==> src/rtl/fetch_stage_pkg.sv <==
// Shared core definitions for the instruction-fetch stage: state encoding and PC constants.
`timescale 1ns/1ps
package fetch_stage_pkg;

    typedef enum logic [2:0] {
        ST_IDLE,
        ST_FETCH,
        ST_DRAIN,
        ST_VALID,
        ST_HALT
    } fetch_state_e;

    localparam logic [31:0] NOP_INSTR        = 32'h0000_0013;
    localparam logic [31:0] PC_STEP          = 32'd4;
    localparam logic [31:0] DEFAULT_RESET_PC = 32'h0000_0000;

    // Instructions are word aligned; any low address bit set is an illegal target.
    function automatic logic pc_misaligned(input logic [1:0] pc_low);
        return pc_low != 2'b00;
    endfunction

endpackage

==> src/rtl/fetch_stage.sv <==
// Instruction-fetch stage: owns the PC, keeps one request outstanding to instruction
// memory and hands one instruction at a time to decode; redirects flush the fetch in flight.
`timescale 1ns/1ps
module fetch_stage
    import fetch_stage_pkg::*;
#(
    parameter logic [31:0] RESET_PC = DEFAULT_RESET_PC
) (
    input  logic        clk,
    input  logic        rst,
    output logic        imem_req,
    output logic [31:0] imem_addr,
    input  logic        imem_ack,
    input  logic [31:0] imem_rdata,
    input  logic        redirect_valid,
    input  logic [31:0] redirect_pc,
    output logic        id_valid,
    input  logic        id_ready,
    output logic [31:0] id_instr,
    output logic [31:0] id_pc,
    output logic [31:0] id_pc4,
    output logic        fetch_misalign
);

    fetch_state_e state;
    fetch_state_e state_next;

    logic [31:0] pc;
    logic [31:0] req_addr;
    logic [31:0] instr_p1;
    logic [31:0] pc_p1;
    logic        misalign_q;
    logic        halt_pend;

    logic redirect_bad;
    logic redirect_ok;

    assign redirect_bad = redirect_valid && pc_misaligned(redirect_pc[1:0]);
    assign redirect_ok  = redirect_valid && !redirect_bad;

    always_comb begin
        state_next = state;
        case (state)
            ST_IDLE: begin
                state_next = redirect_bad ? ST_HALT : ST_FETCH;
            end
            ST_FETCH: begin
                if (redirect_bad) begin
                    state_next = ST_HALT;
                end else if (redirect_ok) begin
                    // A redirect racing the ack can reissue at once; otherwise the old request must drain.
                    state_next = imem_ack ? ST_FETCH : ST_DRAIN;
                end else if (imem_ack) begin
                    state_next = ST_VALID;
                end
            end
            ST_DRAIN: begin
                if (redirect_bad) begin
                    state_next = ST_HALT;
                end else if (imem_ack) begin
                    state_next = ST_FETCH;
                end
            end
            ST_VALID: begin
                if (redirect_bad) begin
                    state_next = ST_HALT;
                end else if (redirect_ok || id_ready) begin
                    state_next = ST_FETCH;
                end
            end
            ST_HALT: begin
                state_next = ST_HALT;
            end
            default: begin
                state_next = ST_IDLE;
            end
        endcase
    end

    always_ff @(posedge clk or posedge rst) begin
        if (rst) begin
            state <= ST_IDLE;
        end else begin
            state <= state_next;
        end
    end

    always_ff @(posedge clk or posedge rst) begin
        if (rst) begin
            pc         <= RESET_PC;
            req_addr   <= RESET_PC;
            instr_p1   <= NOP_INSTR;
            pc_p1      <= 32'h0000_0000;
            misalign_q <= 1'b0;
            halt_pend  <= 1'b0;
        end else begin
            if (redirect_bad) begin
                misalign_q <= 1'b1;
            end
            case (state)
                ST_IDLE: begin
                    if (redirect_ok) begin
                        pc       <= redirect_pc;
                        req_addr <= redirect_pc;
                    end else begin
                        req_addr <= pc;
                    end
                end
                ST_FETCH: begin
                    if (redirect_bad) begin
                        halt_pend <= !imem_ack;
                    end else if (redirect_ok) begin
                        pc <= redirect_pc;
                        if (imem_ack) begin
                            req_addr <= redirect_pc;
                        end
                    end else if (imem_ack) begin
                        // fetch -> decode register boundary
                        instr_p1 <= imem_rdata;
                        pc_p1    <= req_addr;
                        pc       <= req_addr + PC_STEP;
                    end
                end
                ST_DRAIN: begin
                    if (redirect_bad) begin
                        halt_pend <= !imem_ack;
                    end else begin
                        // The most recent redirect target is the one fetched after the drain.
                        if (redirect_ok) begin
                            pc <= redirect_pc;
                        end
                        if (imem_ack) begin
                            req_addr <= redirect_ok ? redirect_pc : pc;
                        end
                    end
                end
                ST_VALID: begin
                    if (redirect_ok) begin
                        pc       <= redirect_pc;
                        req_addr <= redirect_pc;
                    end else if (!redirect_bad && id_ready) begin
                        req_addr <= pc;
                    end
                end
                ST_HALT: begin
                    if (imem_ack) begin
                        halt_pend <= 1'b0;
                    end
                end
                default: begin
                    halt_pend <= 1'b0;
                end
            endcase
        end
    end

    assign imem_req       = (state == ST_FETCH) || (state == ST_DRAIN) ||
                            ((state == ST_HALT) && halt_pend);
    assign imem_addr      = req_addr;
    assign id_valid       = (state == ST_VALID);
    assign id_instr       = instr_p1;
    assign id_pc          = pc_p1;
    assign id_pc4         = pc_p1 + PC_STEP;
    assign fetch_misalign = misalign_q;

endmodule

==> config.mk <==
export PLATFORM = sky130hd
export DESIGN_NAME = fetch_stage
export DESIGN_NICKNAME = d
export VERILOG_FILES = /design/src/rtl/fetch_stage_pkg.sv /design/src/rtl/fetch_stage.sv
export SDC_FILE = /design/constraint.sdc
export NUM_CORES = 1
export LEC_CHECK = 0
export CAP_MARGIN = 20
export CORE_ASPECT_RATIO = 2
export CORE_MARGIN = 3
export CORE_UTILIZATION = 64
export CTS_CLUSTER_SIZE = 14
export DETAILED_ROUTE_END_ITERATION = 8
export DONT_BUFFER_PORTS = 1
export PLACE_DENSITY_LB_ADDON = 0.3
export SLEW_MARGIN = 20
export SYNTH_ARGS = -nofsm -noshare
export SYNTH_HDL_FRONTEND = slang
export SYNTH_SLANG_ARGS = --single-unit
==> constraint.sdc <==
create_clock -name clk -period 5.1 [get_ports clk]
set_input_delay 1.02 -clock clk [delete_from_list [all_inputs] [get_ports clk]]
set_output_delay 1.02 -clock clk [all_outputs]
set_load 0.005 [all_outputs]
==> reports/qor.csv, run 1 <==
metric;value;unit
status;completed;
count of final setup violators;0;
layout cell share with drive strength beyond 1;7.05;%
Final Cycle Share;64.3;%
Async SR Flop Fraction;100;%
initial antenna violation count;0;
HPWL after DPL;12300;um
CTS Buffer Depth;2;
LEAKAGE;3.48;nW
syn nets;814;
CP Capture Point;id_pc4[25];
Seq/Total Area, Yosys;49.7;%
DIE HEIGHT;151;um
commonest non-fill, non-tap cell in the layout;nand2_1;
Diodes inserted;0;
R2R Setup Slk;2.68;ns
clock tree sinks;133;
CP startpoint kind;flip-flop;
clk_lat worst skew;0.41;ns
Clk pin slew, worst setup/hold paths;0.06;ns
Die X;78.4;um
cts bufs inserted;17;
Crit path required time;4.08;ns
Crit Path Class;reg -> out;
Comb pwr share;26.6;%
Synthesis Warnings;0;
hold_sp;id_instr[1];
total congestion overflow;0;
vias per cell;6.24;
Post-CTS Setup Inserts;0;
Syn Std Cell Area;6710;sq um
worst-path maximum fanout;8;
cell area power density;654;nW/um^2
Final #Nets;796;
Ports;200;
vias;5447;
measured slew at the worst slew-check pin;0.812;ns
Internal Pwr Total;0.00292;W
Reg power frac;46.6;%
highest-count cells in the layout ignoring fill and taps;nand2_1, dfrtp_1, o21ai_0;
die area;11800;sq um
Final Hold Viols;0;
hold depth;2;
cell repeated most along the worst path;nand3_1;
Reg2Reg Capture Point;imem_addr[16];
clock skew;0.00508;ns
Global Route Usage Sum;30.1;%
clock share of power;26.8;%
number of H-tree levels;4;
PortBufs;0;
drt pass-1 iters;6;
Final min period;3.28;ns
Slew HR;45.9;%
Core Util, Final;72.7;%
vias in the first global route;5559;
core area;10100;sq um
Arr. time, crit path;2.26;ns
largest net degree at the start of global routing;94;
Critical Path End Type;output port;
switching part of the total power;39.5;%
Post-synth top flop;dfrtp_1;
Clock Root Buffer;clkbuf_16;
#FFs+latches synth;133;
Post-Route Setup TNS;0;ns
CTS tree;built;
RSZ-0062 raised after global routing;no;
Syn Area/Cell;9.03;sq um
Layout area overhead;9.98;%
pins over their slew limit;0;
Cells after Synth;743;
Max-Cap Viols;0;
RePlAce Congestion;0.852;
max incr delay on CP;0.48;ns
Hold Buf Count CTS;0;
DRC;0;
Initial Util;66.1;%
# fillers;745;
Slowest-stage cell, CP;dfrtp_1;
Reg-to-Reg Start;state[2];
Antenna Nets Post-Route;0;
Setup crit start;id_pc[15];
R2R cell count;5;
Max Clk Rate;0.305;GHz
post-CTS sizing;0;
WL final;17700;um
maximum VDD drop;0.388;mV
NetSw;0.00191;W
Hold Crit Class;reg -> reg;
routed length per placed instance;20.2;um
row count;52;
CP Cell Sequence;and4_1 > nand3_1 > nor4_4 > nand3_1 > xnor2_1;
first-pass GRT wire length;27500;um
number of enable flip-flop cells after synthesis;0;
1st-iter DRT viols;424;
Synth cell types;50;
[metrics by stage]
step / setup slack [ns] / cells / total power, W / instance area, sq um / hold slack (ns)
after floorplan: 0.531 / 743 / 0.00309 / 6710 / 0.446
after global placement: 2.11 / 840 / 0.00341 / 6720 / 0.461
after detailed placement: 2.08 / 840 / 0.00351 / 6720 / 0.475
after CTS: 1.80 / 872 / 0.00482 / 7350 / 0.485
after global routing: 1.63 / 873 / 0.00513 / 7380 / 0.508
final: 1.82 / 873 / 0.00482 / 7380 / 0.481
[worst max-delay path, delay by kind of cell, from the launching register on]
family,cells,cell delay (ns)
xor+xnor,1,0.24
flops,1,0.48
simple gates,4,1.13
[flip-flops by register name, summed over array words and instances, names as in the netlist]
name            flops
fetch_misalign      1
halt_pend           1
id_instr           32
id_pc              32
imem_addr          32
pc                 32
state               3
[power by group through the flow]
stage / logic [W] / registers, W / clock network, W
detailed placement: 0.00127 / 0.00224 / 0
global route: 0.00146 / 0.00231 / 0.00135
finish: 0.00129 / 0.00225 / 0.00129
CTS: 0.00128 / 0.00224 / 0.00131
floorplan: 0.00110 / 0.00199 / 0
global placement: 0.00119 / 0.00222 / 0
[cells in the mapped netlist, types with 3 or more instances]
library cell / count / area share (%)
a21oi_1: 8 / 0.60
a22o_1: 3 / 0.39
a22oi_1: 22 / 2.5
and2_1: 4 / 0.37
and3_1: 11 / 1.0
and4_1: 3 / 0.39
buf_2: 19 / 1.4
buf_4: 4 / 0.45
clkbuf_1: 16 / 0.90
dfrtp_1: 130 / 49
dfstp_2: 3 / 1.2
inv_1: 8 / 0.45
mux2i_1: 33 / 4.9
nand2_1: 244 / 14
nand3_1: 30 / 2.2
nand4_1: 16 / 1.5
nor2_1: 16 / 0.90
nor2_2: 3 / 0.28
nor2b_1: 3 / 0.28
nor3_1: 5 / 0.37
o21ai_0: 52 / 3.9
o21ai_1: 17 / 1.3
o22ai_1: 5 / 0.47
xnor2_1: 29 / 3.8
xor2_1: 25 / 3.3
[area by class of cell]
cell class	instances	area, sq um	share of cell area, %
clock buffer	18	429	5.82
clock inverter	14	204	2.77
inverter	8	35.0	0.475
multi-input combinational	559	3150	42.7
sequential	133	3330	45.2
tap	135	169	2.29
timing repair buffer	6	57.6	0.780
[routing by layer]
metal  track usage (%)  wire length, um
met3              9.34             1440
met1              31.4             5930
met2              54.1             9570
met4              14.9              727
met5                 0                0
[kinds of logic (layout without fill, tap and decap cells)]
family,after synthesis,count (layout),share of synthesized area (%)
AND/OR/NAND/NOR,348,348,23.4
flip-flops,133,133,49.7
AO/OA/AOI/OAI,122,122,10.9
XOR/XNOR,54,54,7.05
buffers and inverters,51,46,3.68
multiplexers,33,33,4.93
adder cells (fa/ha/maj),2,2,0.373
[how the worst min path moves through the flow]
stage / end
5_1_grt: id_instr[4]
2_1_floorplan: pc[0]
3_3_place_gp: id_instr[1]
4_1_cts: id_instr[1]
6_report: id_instr[1]
3_5_place_dp: pc[0]
(Power assumes the default switching activity.)
==> run 2: changes to the inputs <==
--- a/config.mk
+++ b/config.mk
@@ -5,10 +5,11 @@
 export SDC_FILE = /design/constraint.sdc
 export NUM_CORES = 1
 export LEC_CHECK = 0
+export ABC_AREA = 1
 export CAP_MARGIN = 20
 export CORE_ASPECT_RATIO = 2
 export CORE_MARGIN = 3
-export CORE_UTILIZATION = 64
+export CORE_UTILIZATION = 58
 export CTS_CLUSTER_SIZE = 14
 export DETAILED_ROUTE_END_ITERATION = 8
 export DONT_BUFFER_PORTS = 1
==> constraint.sdc (replaced) <==
create_clock -name clk -period 2.9 [get_ports clk]
set_input_delay 0.58 -clock clk [delete_from_list [all_inputs] [get_ports clk]]
set_output_delay 0.58 -clock clk [all_outputs]
set_load 0.005 [all_outputs]
==> run 2 against run 1 <==
Compared with the run above: die area increased by 23%; largest cell class is now multi-input combinational cells; first-iteration DRC count is 25% lower; combinational power increased by 120%; core utilization is 7.1 points lower; largest power group unchanged.
==> reports/qor.csv, run 2 <==
metric;value;unit;change
Max Clk Rate;0.358;GHz;
measured slew at the worst slew-check pin;0.748;ns;-0.0638 ns
met1 usage;33.0;%;+1.7 points
Setup crit start;id_pc[4];;
Multi-input gate area;3610;sq um;+15%
GR met2 Demand/Resource;53.8;%;-0.29 points
initial antenna violation count;0;;unchanged
cell area power density;1090;nW/um^2;+66%
Antenna Nets Post-Route;0;;unchanged
Clk pin slew, worst setup/hold paths;0.06;ns;about the same
Seq/Total Area, Yosys;44.1;%;-5.5 points
Cells after Synth;958;;+29%
worst setup margin;0.110;ns;-1.71 ns
count of final setup violators;0;;unchanged
Final Cycle Share;96.2;%;
Layout area overhead;9.65;%;
worst-path maximum fanout;5;;-3
CP startpoint kind;flip-flop;;
vias;6512;;+20%
Syn Std Cell Area;7550;sq um;+13%
Final min period;2.79;ns;
commonest non-fill, non-tap cell in the layout;nand2_1;;
first-pass GRT wire length;33600;um;+22%
largest net degree at the start of global routing;134;;+43%
Max-Cap Viols;0;;unchanged
Crit Path Class;reg -> out;;
pins over their slew limit;0;;unchanged
Global Route Usage Sum;29.9;%;-0.29 points
syn nets;1029;;+26%
clock tree sinks;133;;unchanged
HPWL after DPL;15700;um;+28%
status;completed;;
Final Hold Viols;0;;unchanged
Syn Area/Cell;7.88;sq um;-13%
CP bufs+invs;0;;unchanged
number of H-tree levels;4;;unchanged
Ports;200;;unchanged
core area;12600;sq um;+24%
Critical Path Stages;7;;+2
Critical Path End Type;output port;;
# fillers;1075;;+44%
Initial Util;59.8;%;-6.3 points
layout cell share with drive strength beyond 1;12.8;%;+5.8 points
total congestion overflow;0;;unchanged
vias per cell;5.84;;-6.4%
die area;14500;sq um;+23%
Slowest-stage cell, CP;dfrtp_1;;
PortBufs;0;;unchanged
1st-iter DRT viols;320;;-25%
Final #Nets;1023;;+29%
Synthesis Warnings;0;;unchanged
clk_lat worst skew;0.42;ns;about the same
routed length per placed instance;19.1;um;-5.6%
Synth cell types;41;;-18%
Post-Route Setup TNS;0;ns;unchanged
grt met3 use;6.15;%;-3.2 points
post-synth top area share;43.1;%;-5.4 points
CTS tree;built;;
Crit path required time;2.32;ns;-1.76 ns
busiest grt layer;met2;;
post-CTS sizing;0;;unchanged
vias in the first global route;6392;;+15%
Diodes inserted;0;;unchanged
LEAKAGE;3.88;nW;+12%
DIE HEIGHT;167;um;+11%
highest-count cells in the layout ignoring fill and taps;nand2_1, dfrtp_1, inv_1;;
#FFs+latches synth;133;;unchanged
Area contributors post-synth;dfrtp_1, nand2_1, inv_1, mux2_2, nor2_1;;
max incr delay on CP;0.44;ns;-0.04 ns
R2R Setup Slk;0.68;ns;-2.00 ns
RSZ-0062 raised after global routing;no;;
Clock Root Buffer;clkbuf_16;;
Hold Buf Count CTS;0;;unchanged
DP Worst Slack;0.572;ns;-1.51 ns
CP Cell Sequence;nand3_1 > nor2_1 > nand2_1 > nor2_1 > nand3_1 > nor2_1 > xor2_1;;
Yosys top cell by area;dfrtp_1;;
Async SR Flop Fraction;100;%;unchanged
delay-heaviest family, CP;simple AND/OR/NAND/NOR gates;;
count leader, synth;nand2_1;;
Arr. time, crit path;2.21;ns;-0.05 ns
R2R cell count;8;;+3
maximum VDD drop;0.736;mV;+90%
cell repeated most along the worst path;nor2_1;;
Synth top cells by count;nand2_1, dfrtp_1, inv_1, nor2_1, o21ai_0;;
Post-synth top flop;dfrtp_1;;
Hold Crit Class;in -> async;;
CTS Buffer Depth;2;;unchanged
DRC;0;;unchanged
row count;58;;+12%
Seq. cell area;3330;sq um;about the same
number of enable flip-flop cells after synthesis;0;;unchanged
Die X;86.7;um;+11%
cts bufs inserted;17;;unchanged
RePlAce Congestion;1.05;;+23%
Post-CTS Setup Inserts;0;;unchanged
drt pass-1 iters;5;;-1
WL final;21300;um;+21%
clock skew;0.00978;ns;+0.00470 ns
Reg-to-Reg Start;state[2];;
Slew HR;50.1;%;+4.3 points
Reg2Reg Capture Point;pc[18];;
CP Capture Point;id_pc4[29];;
[run 2: area by class of cell]
class / instances / area share, %
multi-input combinational: 680 / 43.6
sequential: 133 / 40.3
clock buffer: 18 / 5.31
inverter: 108 / 4.94
clock inverter: 14 / 2.39
tap: 150 / 2.27
timing repair buffer: 12 / 1.24
[run 2: metal layers]
| metal | wire, um | vias up |
|---|---|---|
| met5 | 0 | - |
| met4 | 716 | 0 |
| met3 | 1480 | 54 |
| met2 | 11600 | 313 |
| met1 | 7520 | 3043 |
| li1 | - | 3102 |
[run 2: stage by stage]
step                power, W  utilization (%)  hold slack, ns  cells  instance area, sq um
floorplan            0.00583                -           0.453    958                  7550
global placement     0.00656             60.5           0.470   1083                  7630
detailed placement   0.00667             60.5           0.496   1083                  7630
CTS                  0.00901             65.5           0.293   1115                  8270
global route         0.00963             65.5           0.299   1115                  8280
finish               0.00898             65.5           0.246   1115                  8280
[run 2: logic make-up (layout without fill, tap and decap cells)]
| kind of cell | after synthesis | in the layout | share of synthesized area (%) |
|---|---|---|---|
| AND/OR/NAND/NOR | 437 | 437 | 24.1 |
| flip-flops | 133 | 133 | 44.1 |
| adder cells (fa/ha/maj) | 2 | 2 | 0.331 |
| XOR/XNOR | 37 | 37 | 4.29 |
| multiplexers | 42 | 42 | 6.15 |
| AO/OA/AOI/OAI | 162 | 162 | 12.7 |
| buffers and inverters | 145 | 152 | 8.30 |
[run 2: worst min path at each step]
stage	start	to	slack [ns]	cells after the start
2_1_floorplan	pc[0]	pc[0]	0.45	2
6_report	rst	id_instr[2]	0.25	2
5_1_grt	rst	id_instr[2]	0.30	2
3_5_place_dp	pc[0]	pc[0]	0.50	2
4_1_cts	rst	id_instr[2]	0.29	2
3_3_place_gp	pc[0]	pc[0]	0.47	2
[run 2: power by group]
part | total, W | switching [W] | internal, W
combinational | 0.00286 | 0.00172 | 0.00114
sequential | 0.00381 | 0.00113 | 0.00268
clock | 0.00231 | 0.000837 | 0.00147
